**src/rtl/excess3_deser_pkg.sv**
```systemverilog
// Shared types and constants for the serial excess-3 to BCD deserializer.
package excess3_deser_pkg;

  typedef enum logic [1:0] {
    IDLE  = 2'd0,
    SHIFT = 2'd1,
    HOLD  = 2'd2
  } state_e;

  localparam int E3_OFFSET  = 3;
  localparam int E3_MIN     = 3;
  localparam int E3_MAX     = 12;
  localparam int FRAME_BITS = 4;
  localparam int CNT_W      = 3;  // holds bit counts 0..FRAME_BITS

endpackage

```
**src/rtl/excess3_decode.sv**
```systemverilog
// Combinational excess-3 to BCD decoder; codes outside 3..12 flag err and give bcd 0.
module excess3_decode
  import excess3_deser_pkg::*;
(
  input  logic [3:0] code,
  output logic [3:0] bcd,
  output logic       err
);

  // NOTE: every output of a combinational block gets a default first so no path can infer a latch.
  always_comb begin
    bcd = 4'd0;
    err = 1'b1;
    if (int'(code) >= E3_MIN && int'(code) <= E3_MAX) begin
      bcd = code - 4'(E3_OFFSET);
      err = 1'b0;
    end
  end

endmodule

```
**src/rtl/excess3_deser.sv**
```systemverilog
// Serial excess-3 frame deserializer: collects 4 MSB-first bits, decodes to BCD,
// holds the digit until consumed, and counts invalid codes and framing violations.
module excess3_deser
  import excess3_deser_pkg::*;
#(
  parameter int ERR_CNT_W = 8
) (
  input  logic                 clk,
  input  logic                 rst,
  input  logic                 s_valid,
  input  logic                 s_bit,
  input  logic                 s_first,
  output logic                 s_ready,
  output logic [3:0]           bcd,
  output logic                 out_err,
  output logic                 out_valid,
  input  logic                 out_ready,
  output logic                 frame_err,
  output logic [ERR_CNT_W-1:0] err_count
);

  state_e               state_q, state_d;
  logic [3:0]           shift_q, shift_d;
  logic [CNT_W-1:0]     cnt_q, cnt_d;
  logic [3:0]           bcd_q, bcd_d;
  logic                 out_err_q, out_err_d;
  logic                 frame_err_q, frame_err_d;
  logic [ERR_CNT_W-1:0] err_count_q, err_count_d;

  logic       accept;
  logic       last_bit;
  logic       err_inc;
  logic [3:0] full_code;
  logic [3:0] dec_bcd;
  logic       dec_err;

  assign accept    = s_valid && s_ready;
  assign last_bit  = (cnt_q == CNT_W'(FRAME_BITS - 1));
  // The final bit lands in position 0, so decode the frame as it completes.
  assign full_code = {shift_q[3:1], s_bit};

  excess3_decode u_decode (
    .code (full_code),
    .bcd  (dec_bcd),
    .err  (dec_err)
  );

  always_comb begin
    state_d     = state_q;
    shift_d     = shift_q;
    cnt_d       = cnt_q;
    bcd_d       = bcd_q;
    out_err_d   = out_err_q;
    frame_err_d = 1'b0;
    err_inc     = 1'b0;

    unique case (state_q)
      IDLE: begin
        if (accept) begin
          if (s_first) begin
            shift_d = {s_bit, 3'b000};
            cnt_d   = CNT_W'(1);
            state_d = SHIFT;
          end else begin
            frame_err_d = 1'b1;
          end
        end
      end

      SHIFT: begin
        if (accept) begin
          if (s_first) begin
            frame_err_d = 1'b1;
            shift_d     = {s_bit, 3'b000};
            cnt_d       = CNT_W'(1);
          end else if (last_bit) begin
            shift_d   = full_code;
            cnt_d     = '0;
            bcd_d     = dec_bcd;
            out_err_d = dec_err;
            err_inc   = dec_err;
            state_d   = HOLD;
          end else begin
            shift_d[2'(FRAME_BITS - 1) - cnt_q[1:0]] = s_bit;
            cnt_d = cnt_q + CNT_W'(1);
          end
        end
      end

      HOLD: begin
        if (out_ready) begin
          state_d = IDLE;
        end
      end

      default: state_d = IDLE;
    endcase

    // A framing error and an invalid-code entry into HOLD are mutually exclusive.
    err_count_d = err_count_q;
    if ((frame_err_d || err_inc) && (err_count_q != '1)) begin
      err_count_d = err_count_q + ERR_CNT_W'(1);
    end
  end

  // NOTE: sequential state uses non-blocking assignments so all registers update together at the edge.
  always_ff @(posedge clk) begin
    if (rst) begin
      state_q     <= IDLE;
      shift_q     <= '0;
      cnt_q       <= '0;
      bcd_q       <= '0;
      out_err_q   <= 1'b0;
      frame_err_q <= 1'b0;
      err_count_q <= '0;
    end else begin
      state_q     <= state_d;
      shift_q     <= shift_d;
      cnt_q       <= cnt_d;
      bcd_q       <= bcd_d;
      out_err_q   <= out_err_d;
      frame_err_q <= frame_err_d;
      err_count_q <= err_count_d;
    end
  end

  assign s_ready   = (state_q != HOLD);
  assign out_valid = (state_q == HOLD);
  assign bcd       = bcd_q;
  assign out_err   = out_err_q;
  assign frame_err = frame_err_q;
  assign err_count = err_count_q;

endmodule

```
**config.mk**
```make
export PLATFORM = sky130hd
export DESIGN_NAME = excess3_deser
export DESIGN_NICKNAME = d
export VERILOG_FILES = /design/src/rtl/excess3_deser_pkg.sv /design/src/rtl/excess3_decode.sv /design/src/rtl/excess3_deser.sv
export SDC_FILE = /design/constraint.sdc
export NUM_CORES = 1
export LEC_CHECK = 0
export ABC_AREA = 1
export CORE_ASPECT_RATIO = 1.25
export CORE_UTILIZATION = 31
export CTS_CLUSTER_DIAMETER = 120
export DETAILED_ROUTE_END_ITERATION = 12
export SYNTH_ARGS = -nofsm -noshare
export SYNTH_HDL_FRONTEND = slang
export SYNTH_SLANG_ARGS = --single-unit
export TNS_END_PERCENT = 1
```
**constraint.sdc**
```tcl
create_clock -name clk -period 4.65 [get_ports clk]
set_clock_uncertainty 0.1 [all_clocks]
set_input_delay 1.395 -clock clk [delete_from_list [all_inputs] [get_ports clk]]
set_output_delay 1.395 -clock clk [all_outputs]
set_load 0.01 [all_outputs]
```
==> report_table.html <==
<table>
<tr><th>Metric</th><th>Value</th></tr>
<tr><th colspan="2">Global route</th></tr>
<tr><td>Routing layer with the top usage in global route</td><td>met2</td></tr>
<tr><td>Global-route usage over all layers</td><td>13.0%</td></tr>
<tr><td>Via count of the first global-routing pass</td><td>998</td></tr>
<tr><td>Number of antenna violations at the first check in global routing</td><td>0</td></tr>
<tr><td>Met1 usage</td><td>15.8%</td></tr>
<tr><td>Sum of overflow across all layers after global routing</td><td>0</td></tr>
<tr><td>Wire length of the first global-routing pass</td><td>4230 µm</td></tr>
<tr><td>M2 GR Usage</td><td>between 20% and 30%</td></tr>
<tr><td>Maximum number of pins on one net before global-route repair</td><td>19</td></tr>
<tr><td>Met3 Use GR</td><td>2.50%</td></tr>
<tr><th colspan="2">Timing</th></tr>
<tr><td>Sum Neg Setup Slack</td><td>0 ns</td></tr>
<tr><td>Final Max Tran Viols</td><td>0</td></tr>
<tr><td>Slew of the pin with the lowest slew margin</td><td>0.695 ns</td></tr>
<tr><td>Min Tclk post-route</td><td>~3 ns</td></tr>
<tr><td>Worst slew slack as a fraction of its limit</td><td>53.5%</td></tr>
<tr><td>Share of the cycle needed by the critical path after routing</td><td>between 60% and 70%</td></tr>
<tr><td>Unrepaired setup endpoints after global routing</td><td>false</td></tr>
<tr><td>Achievable Freq</td><td>338 MHz</td></tr>
<tr><td>Final count of hold timing violations</td><td>0</td></tr>
<tr><td>Finish-stage setup viols</td><td>0</td></tr>
<tr><th colspan="2">Detailed routing</th></tr>
<tr><td>Iter 0 DRT Violations</td><td>30</td></tr>
<tr><td>Antenna-violating nets left</td><td>0</td></tr>
<tr><td>DR WL/cell</td><td>9.80 µm</td></tr>
<tr><td>Post-DR vias/cell</td><td>~4.5</td></tr>
<tr><td>Remaining routing DRC violations</td><td>0</td></tr>
<tr><td>Total Wirelength</td><td>2500 µm</td></tr>
<tr><td>Overall via count from detail_route</td><td>1144</td></tr>
<tr><td>Number of detailed-routing iterations run before antenna repair</td><td>4</td></tr>
<tr><th colspan="2">Die</th></tr>
<tr><td>Num rows</td><td>25</td></tr>
<tr><td>Die span in y</td><td>72.3 µm</td></tr>
<tr><td>Die width</td><td>58.2 µm</td></tr>
<tr><td>DIE AREA</td><td>4210 µm²</td></tr>
<tr><td>Starting Density</td><td>about 32%</td></tr>
<tr><td>Std-Cell Core Area</td><td>3780 µm²</td></tr>
<tr><td>Num ports</td><td>22</td></tr>
<tr><th colspan="2">Placed design</th></tr>
<tr><td>Inst Count DP</td><td>251</td></tr>
<tr><td>Hpwl dp</td><td>1930 µm</td></tr>
<tr><td>Number of buffer cells added on primary ports</td><td>21</td></tr>
<tr><td>Routability-driven placement congestion ratio</td><td>0.820</td></tr>
<tr><th colspan="2">Critical path</th></tr>
<tr><td>Register-to-register path setup slack</td><td>2.96 ns</td></tr>
<tr><td>Required time of the critical path</td><td>4.67 ns</td></tr>
<tr><td>Worst Setup End Kind</td><td>flip-flop</td></tr>
<tr><td>Startpoint of the worst-slack reg-to-reg timing path</td><td>err_count[0]</td></tr>
<tr><td>Critical path buffer and inverter count</td><td>3</td></tr>
<tr><td>Capture point of the worst path</td><td>err_count[0]</td></tr>
<tr><td>Depth of the worst register-to-register path</td><td>9</td></tr>
<tr><td>Critical path origin</td><td>s_bit</td></tr>
<tr><td>Type of origin of the critical path</td><td>input port</td></tr>
<tr><td>Count of cell instances traversed by the critical path</td><td>11</td></tr>
<tr><td>End of the worst register-to-register path</td><td>err_count[0]</td></tr>
<tr><td>Series of cell instances along the critical path</td><td>clkdlybuf4s50_1 &gt; inv_1 &gt; ha_1 &gt; inv_1 &gt; nand3_1 &gt; nand2_1 &gt; nand3_2 &gt; nand2_4 &gt; nand2_4 &gt; nand2_1 &gt; a21oi_1</td></tr>
<tr><td>Critical-path cell with the highest stage delay</td><td>sky130_fd_sc_hd__clkdlybuf4s50_1</td></tr>
<tr><td>CP max stage delay</td><td>0.57 ns</td></tr>
<tr><td>CP Max Fanout</td><td>9</td></tr>
<tr><td>Worst Path Class, Setup</td><td>in2reg</td></tr>
<tr><td>Arrival time reported for the critical path endpoint</td><td>~3.0 ns</td></tr>
<tr><td>CP delay by family, top</td><td>buffers and inverters</td></tr>
<tr><th colspan="2">CTS</th></tr>
<tr><td>Max H-tree Level</td><td>1</td></tr>
<tr><td>Num CTS Buffers</td><td>3</td></tr>
<tr><td>Clock root buffer</td><td>sky130_fd_sc_hd__clkbuf_8</td></tr>
<tr><td>Longest Clk Path Bufs</td><td>2</td></tr>
<tr><td>Hold bufs inserted after CTS</td><td>0</td></tr>
<tr><td>Clock sink count</td><td>22</td></tr>
<tr><td>TritonCTS clock tree</td><td>built</td></tr>
<tr><td>Post-CTS clock slew at the launch and capture registers of the worst setup and hold paths</td><td>0.08 ns</td></tr>
<tr><td>Post-CTS resize count</td><td>0</td></tr>
<tr><td>Post-CTS Setup Repair Bufs</td><td>0</td></tr>
<tr><td>Clk Latency, worst-skew pair</td><td>around 0.27 ns</td></tr>
<tr><th colspan="2">Power and ir drop</th></tr>
<tr><td>Pwr per Cell Area</td><td>248 nW/µm²</td></tr>
<tr><td>Part of the power in registers</td><td>between 50 and 60%</td></tr>
<tr><td>Switching pwr</td><td>98.0 µW</td></tr>
<tr><td>Internal power component</td><td>286 µW</td></tr>
<tr><td>Fraction of power spent switching nets</td><td>25.5%</td></tr>
<tr><td>Part of the total power dissipated in the clock network</td><td>37.1%</td></tr>
<tr><td>Leak pwr</td><td>0.643 nW</td></tr>
<tr><td>Combinational Power Share</td><td>~12%</td></tr>
<tr><td>Peak VDD IR</td><td>0.0797 mV</td></tr>
<tr><td>PnR Total Power</td><td>384 µW</td></tr>
<tr><th colspan="2">Cells and area</th></tr>
<tr><td>Highest-count cells in the layout ignoring fill and taps</td><td>41 x sky130_fd_sc_hd__nand2_1, 26 x sky130_fd_sc_hd__inv_1, 22 x sky130_fd_sc_hd__dfxtp_1</td></tr>
<tr><td>Most frequent standard cell in the layout excluding fill and tap cells</td><td>sky130_fd_sc_hd__nand2_1</td></tr>
<tr><td>Footprint of the multi-input gates</td><td>about 670 µm²</td></tr>
<tr><td>Fraction of layout cells with a size suffix above 1</td><td>about 6.5%</td></tr>
<tr><td>Area growth from synthesis to layout</td><td>26.6%</td></tr>
<tr><td>Fill cells</td><td>397</td></tr>
<tr><td>Antenna fix cells</td><td>0</td></tr>
<tr><td>Number of standard cells in the final layout excluding fillers</td><td>255</td></tr>
<tr><td>Sequential cell area</td><td>440 µm²</td></tr>
<tr><td>Final net count</td><td>215</td></tr>
<tr><th colspan="2">Logic synthesis</th></tr>
<tr><td>Fraction of the mapped netlist area in adder cells</td><td>7.15%</td></tr>
<tr><td>Avg Inst Size Synth</td><td>6.88 µm²</td></tr>
<tr><td>Share of synthesized area occupied by flip-flops and latches</td><td>36.0%</td></tr>
<tr><td>Nets in the synthesized netlist</td><td>between 150 and 200</td></tr>
<tr><td>Largest family of logic cells by synthesized area</td><td>simple AND/OR/NAND/NOR gates</td></tr>
<tr><td>Simple-gate area share of the yosys netlist</td><td>31.6%</td></tr>
<tr><td>Synthesized-area fraction occupied by xor and xnor cells</td><td>2.15%</td></tr>
<tr><td>Synth Instances</td><td>between 150 and 200</td></tr>
<tr><td>Flops &amp; latches, synth</td><td>22</td></tr>
<tr><td>Syn Std Cell Area</td><td>1220 µm²</td></tr>
<tr><td>Unique cell type count in the Yosys netlist</td><td>25</td></tr>
<tr><td>Fraction of the mapped netlist area in compound gates</td><td>13.7%</td></tr>
<tr><td>Yosys synthesis warning count</td><td>0</td></tr>
<tr><td>Share of synthesized area spent on multiplexers</td><td>0%</td></tr>
<tr><th colspan="2">Hold path</th></tr>
<tr><td>Hold/Removal Path Class</td><td>reg2reg</td></tr>
<tr><td>Beginning of the worst hold path</td><td>cnt_q[2]</td></tr>
<tr><th colspan="2">Status</th></tr>
<tr><td>Run status</td><td>completed</td></tr>
<tr><th colspan="2">Job</th></tr>
<tr><td>Maximum capacitance violations</td><td>0</td></tr>
</table>
stage by stage:
step	hold WS (ns)	setup WS, ns	instance area [µm²]	utilization, %
finish	0.361	1.69	1550	41.0
CTS	0.368	1.67	1550	41.0
global placement	0.349	1.44	1500	39.5
detailed placement	0.355	1.38	1500	39.5
floorplan	0.328	2.17	1220	-
global route	0.387	1.51	1550	41.0
final cells by class:
| class | count | area share, % |
|---|---|---|
| multi-input cells | 125 | 43.1 |
| flip-flops and latches | 22 | 28.4 |
| repair buffers | 21 | 13.6 |
| inverters | 29 | 7.02 |
| well taps | 54 | 4.36 |
| clock buffers | 4 | 3.55 |
worst min-delay path by stage:
stage                to  depth (start not counted)
3_3_place_gp   cnt_q[2]                          2
3_5_place_dp   cnt_q[2]                          2
6_report       cnt_q[2]                          2
5_1_grt          bcd[3]                          2
2_1_floorplan  cnt_q[2]                          2
4_1_cts        cnt_q[2]                          2
power by group through the flow:
stage	logic [mW]	registers, mW	clock network (mW)
2_1_floorplan	0.0291	0.202	0
3_3_place_gp	0.0442	0.202	0
3_5_place_dp	0.0444	0.202	0
4_1_cts	0.0449	0.198	0.148
5_1_grt	0.0505	0.198	0.153
6_report	0.0443	0.197	0.142
tightest hold or removal path, stage by stage (launching register included):
cell and delay, ns:
sky130_fd_sc_hd__dfxtp_1 0.31, sky130_fd_sc_hd__o21ai_0 0.07, sky130_fd_sc_hd__nor2_1 0.04
cells in the mapped netlist (all sizes together):
library cell	n	area share [%]
o21ai	11	4.5
nand2	43	14
clkbuf	1	0.31
a21oi	14	6.0
inv	28	8.6
o211ai	2	1.2
and2	1	0.51
nor3	2	0.82
a221oi	1	0.72
xor2	3	2.1
nand3	15	7.4
ha	7	7.1
nor3b	1	0.61
nor2	22	7.4
a211oi	1	0.61
clkinv	1	0.31
buf	1	0.31
o21a	1	0.61
or2	1	0.51
dfxtp	22	36
sequential cells by signal, summed over array words and instances (netlist names):
register   count
err_count      8
shift_q        3
cnt_q          3
out_err        1
frame_err      1
state_q        2
bcd            4
metal layers:
metal | up-vias | share of wire, %
li1 | 611 | -
met1 | 507 | 47
met2 | 20 | 48
met3 | 6 | 2.7
met4 | 0 | 2.8
met5 | - | 0
cells by family (layout without fill, tap and decap cells):
family | after synthesis | in the layout
flops | 22 | 22
buf+inv | 31 | 54
xor+xnor | 3 | 3
simple gates | 85 | 85
compound gates | 30 | 30
fa+ha+maj | 7 | 7
(Power assumes the default switching activity.)
